### src/rtl/ahb_pkg.sv
// Shared AHB-lite encodings, error-FSM state type and
// transfer decode helpers (active transfer, byte enables, size/alignment error).
package ahb_pkg;

  localparam logic [1:0] HTRANS_IDLE   = 2'b00;
  localparam logic [1:0] HTRANS_BUSY   = 2'b01;
  localparam logic [1:0] HTRANS_NONSEQ = 2'b10;
  localparam logic [1:0] HTRANS_SEQ    = 2'b11;

  localparam logic [2:0] HSIZE_BYTE = 3'b000;
  localparam logic [2:0] HSIZE_HALF = 3'b001;
  localparam logic [2:0] HSIZE_WORD = 3'b010;

  localparam logic HRESP_OKAY  = 1'b0;
  localparam logic HRESP_ERROR = 1'b1;

  typedef enum logic [1:0] {
    ST_OKAY,
    ST_ERR1,
    ST_ERR2
  } err_st_t;

  function automatic logic htrans_active(input logic [1:0] t);
    logic r;
    r = 1'b0;
    unique case (t)
      HTRANS_IDLE, HTRANS_BUSY: r = 1'b0;
      HTRANS_NONSEQ, HTRANS_SEQ: r = 1'b1;
    endcase
    return r;
  endfunction

  function automatic logic size_err(
    input logic [2:0] size,
    input logic [1:0] a
  );
    return (size > HSIZE_WORD)
      || (size == HSIZE_HALF && a[0])
      || (size == HSIZE_WORD && a != 2'b00);
  endfunction

  function automatic logic [3:0] be_calc(
    input logic [2:0] size,
    input logic [1:0] a
  );
    logic [3:0] r;
    r = 4'h0;
    if (size == HSIZE_BYTE)
      r = 4'b0001 << a;
    else if (size == HSIZE_HALF)
      r = 4'b0011 << {a[1], 1'b0};
    else if (size == HSIZE_WORD)
      r = 4'hF;
    return r;
  endfunction

endpackage

### src/rtl/ahb_sram_wbuf.sv
// Single-entry posted-write buffer with read-forwarding merge.
// Ports: clk/rst, capture/commit controls, capture bundle, compare addr,
// raw SRAM read data in, buffer contents and merged read data out.
module ahb_sram_wbuf
  import ahb_pkg::*;
#(
  parameter int DW = 32,
  parameter int AW = 12
) (
  input  logic            clk,
  input  logic            rst,
  input  logic            capture,
  input  logic            commit,
  input  logic [AW-1:0]   cap_addr,
  input  logic [DW/8-1:0] cap_be,
  input  logic [DW-1:0]   cap_data,
  input  logic [AW-1:0]   cmp_addr,
  input  logic [DW-1:0]   rdata,
  output logic            valid,
  output logic [AW-1:0]   addr,
  output logic [DW/8-1:0] be,
  output logic [DW-1:0]   data,
  output logic [DW-1:0]   merged
);

  localparam int BW = DW / 8;

  logic hit;

  // Capture wins over commit: a commit in the
  // same cycle has already drained the old entry.
  always_ff @(posedge clk) begin
    if (rst) begin
      valid <= 1'b0;
      addr  <= '0;
      be    <= '0;
      data  <= '0;
    end else if (capture) begin
      valid <= 1'b1;
      addr  <= cap_addr;
      be    <= cap_be;
      data  <= cap_data;
    end else if (commit) begin
      valid <= 1'b0;
    end
  end

  assign hit = valid && (addr == cmp_addr);

  always_comb begin
    merged = rdata;
    for (int i = 0; i < BW; i++) begin
      if (hit && be[i])
        merged[8*i +: 8] = data[8*i +: 8];
    end
  end

endmodule

### src/rtl/ahb_sram_slave.sv
// AHB-lite slave bridging to a single-port synchronous SRAM.
// Ports: HCLK/HRESET, AHB-lite slave bus, SRAM strobe/we/be/addr/wdata/rdata.
module ahb_sram_slave
  import ahb_pkg::*;
#(
  parameter int DW     = 32,
  parameter int MEM_AW = 12
) (
  input  logic              HCLK,
  input  logic              HRESET,
  input  logic              HSEL,
  input  logic              HREADY,
  input  logic [31:0]       HADDR,
  input  logic [1:0]        HTRANS,
  input  logic              HWRITE,
  input  logic [2:0]        HSIZE,
  input  logic [DW-1:0]     HWDATA,
  output logic              HREADYOUT,
  output logic              HRESP,
  output logic [DW-1:0]     HRDATA,
  output logic              sram_cs,
  output logic              sram_we,
  output logic [DW/8-1:0]   sram_be,
  output logic [MEM_AW-1:0] sram_addr,
  output logic [DW-1:0]     sram_wdata,
  input  logic [DW-1:0]     sram_rdata
);

  localparam int BW = DW / 8;

  err_st_t state;

  logic active;
  logic accept;
  logic bad;
  logic acc_ok;
  logic err_acc;
  logic rd_go;
  logic rd_req;
  logic stall;
  logic rdy;
  logic commit;
  logic capture;

  logic [MEM_AW-1:0] waddr;
  logic [BW-1:0]     be;

  logic              dp_read;
  logic              dp_write;
  logic [MEM_AW-1:0] dp_addr;
  logic [BW-1:0]     dp_be;

  logic              buf_valid;
  logic [MEM_AW-1:0] buf_addr;
  logic [BW-1:0]     buf_be;
  logic [DW-1:0]     buf_data;
  logic [DW-1:0]     merged;

  // Upper address bits alias onto the SRAM.
  logic unused_haddr;
  assign unused_haddr = ^HADDR[31:MEM_AW+2];

  assign active  = htrans_active(HTRANS);
  assign accept  = HSEL & HREADY & active;
  assign bad     = size_err(HSIZE, HADDR[1:0]);
  assign acc_ok  = accept & ~bad;
  assign err_acc = accept & bad;
  assign rd_go   = acc_ok & ~HWRITE;
  assign waddr   = HADDR[MEM_AW+1:2];
  assign be      = BW'(be_calc(HSIZE, HADDR[1:0]));

  // A read request landing while a write is in data phase
  // and the buffer is full would leave no slot for the
  // new write; hold one cycle so the buffer drains.
  assign rd_req  = HSEL & active & ~HWRITE;
  assign stall   = dp_write & buf_valid & rd_req;
  assign rdy     = (state != ST_ERR1) & ~stall;

  assign commit  = buf_valid & ~rd_go;
  assign capture = dp_write & rdy;

  assign HREADYOUT = HRESET | rdy;
  assign HRESP     = (HRESET || state == ST_OKAY)
                     ? HRESP_OKAY : HRESP_ERROR;
  assign HRDATA    = (dp_read & ~HRESET) ? merged : '0;

  assign sram_cs    = ~HRESET & (rd_go | commit);
  assign sram_we    = ~rd_go;
  assign sram_addr  = rd_go ? waddr : buf_addr;
  assign sram_be    = rd_go ? '1 : buf_be;
  assign sram_wdata = buf_data;

  always_ff @(posedge HCLK) begin
    if (HRESET) begin
      state    <= ST_OKAY;
      dp_read  <= 1'b0;
      dp_write <= 1'b0;
      dp_addr  <= '0;
      dp_be    <= '0;
    end else begin
      unique case (state)
        ST_OKAY: if (err_acc) state <= ST_ERR1;
        ST_ERR1: state <= ST_ERR2;
        ST_ERR2: state <= err_acc ? ST_ERR1 : ST_OKAY;
        default: state <= ST_OKAY;
      endcase
      if (HREADY) begin
        dp_read  <= rd_go;
        dp_write <= acc_ok & HWRITE;
        if (acc_ok) begin
          dp_addr <= waddr;
          dp_be   <= be;
        end
      end
    end
  end

  ahb_sram_wbuf #(
    .DW (DW),
    .AW (MEM_AW)
  ) u_wbuf (
    .clk      (HCLK),
    .rst      (HRESET),
    .capture  (capture),
    .commit   (commit),
    .cap_addr (dp_addr),
    .cap_be   (dp_be),
    .cap_data (HWDATA),
    .cmp_addr (dp_addr),
    .rdata    (sram_rdata),
    .valid    (buf_valid),
    .addr     (buf_addr),
    .be       (buf_be),
    .data     (buf_data),
    .merged   (merged)
  );

endmodule

### config.mk
export PLATFORM = sky130hd
export DESIGN_NAME = ahb_sram_slave
export DESIGN_NICKNAME = d
export VERILOG_FILES = /design/src/rtl/ahb_pkg.sv /design/src/rtl/ahb_sram_wbuf.sv /design/src/rtl/ahb_sram_slave.sv
export SDC_FILE = /design/constraint.sdc
export NUM_CORES = 1
export LEC_CHECK = 0
export ABC_AREA = 1
export BUFFER_PORTS_ARGS = -buffer_cell sky130_fd_sc_hd__buf_2
export CAP_MARGIN = 20
export CORE_ASPECT_RATIO = 2
export CORE_MARGIN = 2
export CORE_UTILIZATION = 40
export CTS_BUF_LIST = sky130_fd_sc_hd__clkbuf_8 sky130_fd_sc_hd__clkbuf_16
export CTS_CLUSTER_SIZE = 25
export DETAILED_ROUTE_END_ITERATION = 8
export PLACE_DENSITY = 0.72
export SETUP_SLACK_MARGIN = 0.02
export SLEW_MARGIN = 20
export SYNTH_ARGS = -nofsm -noshare
export SYNTH_HDL_FRONTEND = slang
export SYNTH_SLANG_ARGS = --single-unit
### constraint.sdc
create_clock -name HCLK -period 6.45 [get_ports HCLK]
set_clock_uncertainty 0.2 [all_clocks]
set_input_delay 1.935 -clock HCLK [delete_from_list [all_inputs] [get_ports HCLK]]
set_output_delay 1.935 -clock HCLK [all_outputs]
set_load 0.005 [all_outputs]
==> out/qor.csv <==
stage,metric,value,unit
clocking,cts_sinks,69,
cells_and_area,final_nets,889,
timing,hold_viol,0,
cells_and_area,fin_util,53.6,%
pwr,p_leak,2.74,nW
floorplan,dieArea,10300,sq um
setup_path,cp-start-kind,input port,
pwr,peakVddDrop,0.000194,V
setup_path,crit_chain,buf_2 > inv_1 > nand2_1 > o21ai_1 > nand2_1 > nor2_2 > nand2_2 > inv_2 > nand2_1 > o21ai_0 > buf_2,
setup_path,slowest_stage,inv_2,
setup_path,path_common_cell,nand2_1,
clocking,htreeDepth,3,
grt,overflow,0,
synthesis,synth.cell_area,3770,sq um
setup_path,rr_endpoint,u_wbuf.be[1]$_SDFFE_PP0P_,
floorplan,ios,190,
job,cap_violations,0,
synthesis,ys_top_cells_by_count,"179 x nand2_1, 100 x nor2_1, 94 x inv_1",
floorplan,dieWidth,72.6,um
grt,grtUsageTotal,22.6,%
setup_path,critPathCaptureType,primary output,
timing,worstMarginPinSlew,699,ps
clocking,cts-root-buf,clkbuf_16,
synthesis,synth_top_area_share,36.6,%
clocking,clockBufferDepth,2,
clocking,clk_pin_slew,50,ps
pwr,switchingPower,233,uW
setup_path,r2r-start,u_wbuf.valid$_SDFFE_PP0P_,
timing,finalSetupTns,0,ps
synthesis,synth_cell_type_count,26,
detailed_routing,drc,0,
synthesis,synth_fp_nets,733,
setup_path,r2r_slack,4420,ps
detailed_routing,viasPerCell,4.88,
timing,hold_ws,263,ps
outcome,status,"complete, no violations",
cells_and_area,drive_above_1_share,26.0,%
placement,gp_congestion,0.904,
timing,finalMaxSlewViolations,0,
setup_path,critPathMaxStageDelay,320,ps
setup_path,cp-endpoint,sram_addr[5],
detailed_routing,wl,11.5,mm
synthesis,netlist_top_cells_area,"dfxtp_1 37%, nand2_1 18%, nor2_1 10%",
min_path,holdCritPathClass,register to register,
cells_and_area,final_area,4960,sq um
pwr,seqPwrFrac,41.2,%
cells_and_area,area_growth,31.7,%
clocking,numCtsBuffers,9,
detailed_routing,vias,4357,
clocking,worstSkewPairLatency,320,ps
floorplan,rows,50,
synthesis,synthArstFlopShare,0,%
clocking,cts_tree,done,
synthesis,yosysTopAreaCell,dfxtp_1,
detailed_routing,firstDrtPassIters,4,
clocking,cts_setup_buffers,0,
pwr,combinationalPowerShare,8.5,%
setup_path,rr_worst_depth,5,
detailed_routing,antenna_left,0,
placement,dpl_cell_area,4640,sq um
grt,antenna_found_initial,0,
setup_path,crit_path_max_fanout,26,
timing,setup_viol,0,
pwr,clock_power_share,50.3,%
cells_and_area,ff_latch_area,1380,sq um
detailed_routing,drt_iter0_markers,187,
pwr,sw_frac_of_total,22.0,%
synthesis,yosysWarnings,0,
timing,finalCriticalPeriod,5520,ps
setup_path,worstPathArrival,3390,ps
floorplan,coreArea,9260,sq um
floorplan,chipHeight,141,um
synthesis,netlist_instances,627,
pwr,p_int,827,uW
setup_path,cp.required,4320,ps
cells_and_area,multi_input_area,1860,sq um
setup_path,worstSetupPathType,input port to primary output,
clocking,post_cts_resized,0,
synthesis,synthFlopType,dfxtp_1,
detailed_routing,wire_per_inst,12.9,um
placement,place_hpwl,8.60,mm
timing,rsz0062_at_grt,no,
grt,grt_pass1_wl,18.3,mm
grt,grt_pass1_vias,4113,
timing,post-route-period-util,85.6,%
synthesis,synth_edf_count,0,
timing,max_freq,0.181,GHz
synthesis,ys_seq_elements,69,
synthesis,synthMostInstantiatedCell,nand2_1,
placement,portBuffers,170,
grt,grt_max_degree,76,
setup_path,crit_start,HSIZE[0],
synthesis,synth_seq_area_share,36.6,%
cells_and_area,num-fill-cells,936,
pwr,power.density,214,nW/um^2
clocking,cts-hold-fix-buffers,0,
synthesis,avgSynthCellArea,6.01,sq um
cells_and_area,antenna_cells,0,
floorplan,initial_utilization,40.7,%
timing,relSlewSlack,53.4,%
final cells by class:
class	instances	share of cell area [%]
Clock inverter	5	1.49
Multi-Input combinational cell	428	37.5
Tap cell	104	2.62
Clock buffer	11	5.09
Sequential cell	69	27.8
Timing Repair Buffer	175	17.9
Inverter	100	7.56
through the flow:
step | cells | setup WS, ps | total power, mW
finish | 892 | 929 | 1.06
CTS | 892 | 932 | 1.07
global placement | 876 | 997 | 0.534
detailed placement | 876 | 941 | 0.536
floorplan | 627 | 1440 | 0.493
global route | 892 | 724 | 1.11
worst max-delay path, delay by kind of cell:
family,cells,cell delay [ps]
simple gates,5,520
compound gates,2,250
buf+inv,4,670
layout by cell type, fill, tap and decap left out, drive strengths merged:
| cell | count |
|---|---|
| nand2 | 180 |
| buf | 175 |
| nor2 | 103 |
| inv | 101 |
| dfxtp | 69 |
| o21ai | 63 |
| a21oi | 51 |
| nand4 | 13 |
| clkbuf | 11 |
| nand3 | 11 |
| bufinv | 2 |
| clkinv | 2 |
| xnor2 | 1 |
| nand3b | 1 |
| o211ai | 1 |
| o21a | 1 |
| o22ai | 1 |
| nor4 | 1 |
| nor3 | 1 |
state kept, by name, summed over array words and instances (netlist names):
register / count
dp_addr: 12
u_wbuf.addr: 12
state: 2
dp_be: 4
dp_write: 1
u_wbuf.valid: 1
dp_read: 1
u_wbuf.be: 4
u_wbuf.data: 32
per-layer routing:
layer  wire (um)  part of all wire, %  track usage [%]  vias up
met4         497                  4.3             13.3        0
met5           0                    0                0        -
met2        6300                   55             41.9      128
met3         466                  4.0             3.62       28
met1        4250                   37             22.7     1964
li1            -                    -                -     2237
power by group through the flow:
| stage | registers [mW] | clock network [mW] | logic [mW] |
|---|---|---|---|
| final | 0.437 | 0.534 | 0.0906 |
| after global routing | 0.437 | 0.568 | 0.104 |
| after CTS | 0.436 | 0.547 | 0.0911 |
| after detailed placement | 0.446 | 0 | 0.0902 |
| after global placement | 0.446 | 0 | 0.0883 |
| after floorplan | 0.445 | 0 | 0.0479 |
how the worst min path moves through the flow:
stage	startpoint	end	slack (ps)	depth (start not counted)
floorplan	state[0]$_SDFFE_PP0P_	state[0]$_SDFFE_PP0P_	220	1
global placement	state[0]$_SDFFE_PP0P_	state[0]$_SDFFE_PP0P_	240	1
detailed placement	u_wbuf.data[15]$_SDFFE_PP0P_	u_wbuf.data[15]$_SDFFE_PP0P_	260	2
CTS	state[0]$_SDFFE_PP0P_	state[0]$_SDFFE_PP0P_	270	1
global route	u_wbuf.data[0]$_SDFFE_PP0P_	u_wbuf.data[0]$_SDFFE_PP0P_	300	2
finish	state[0]$_SDFFE_PP0P_	state[0]$_SDFFE_PP0P_	260	1
kinds of logic after synthesis:
| kind of cell | synth area share (%) |
|---|---|
| XOR/XNOR | 0.232 |
| AND/OR/NAND/NOR | 33.4 |
| AO/OA/AOI/OAI | 15.7 |
| buffers and inverters | 14.1 |
| flip-flops | 36.6 |
(Power assumes the default switching activity.)
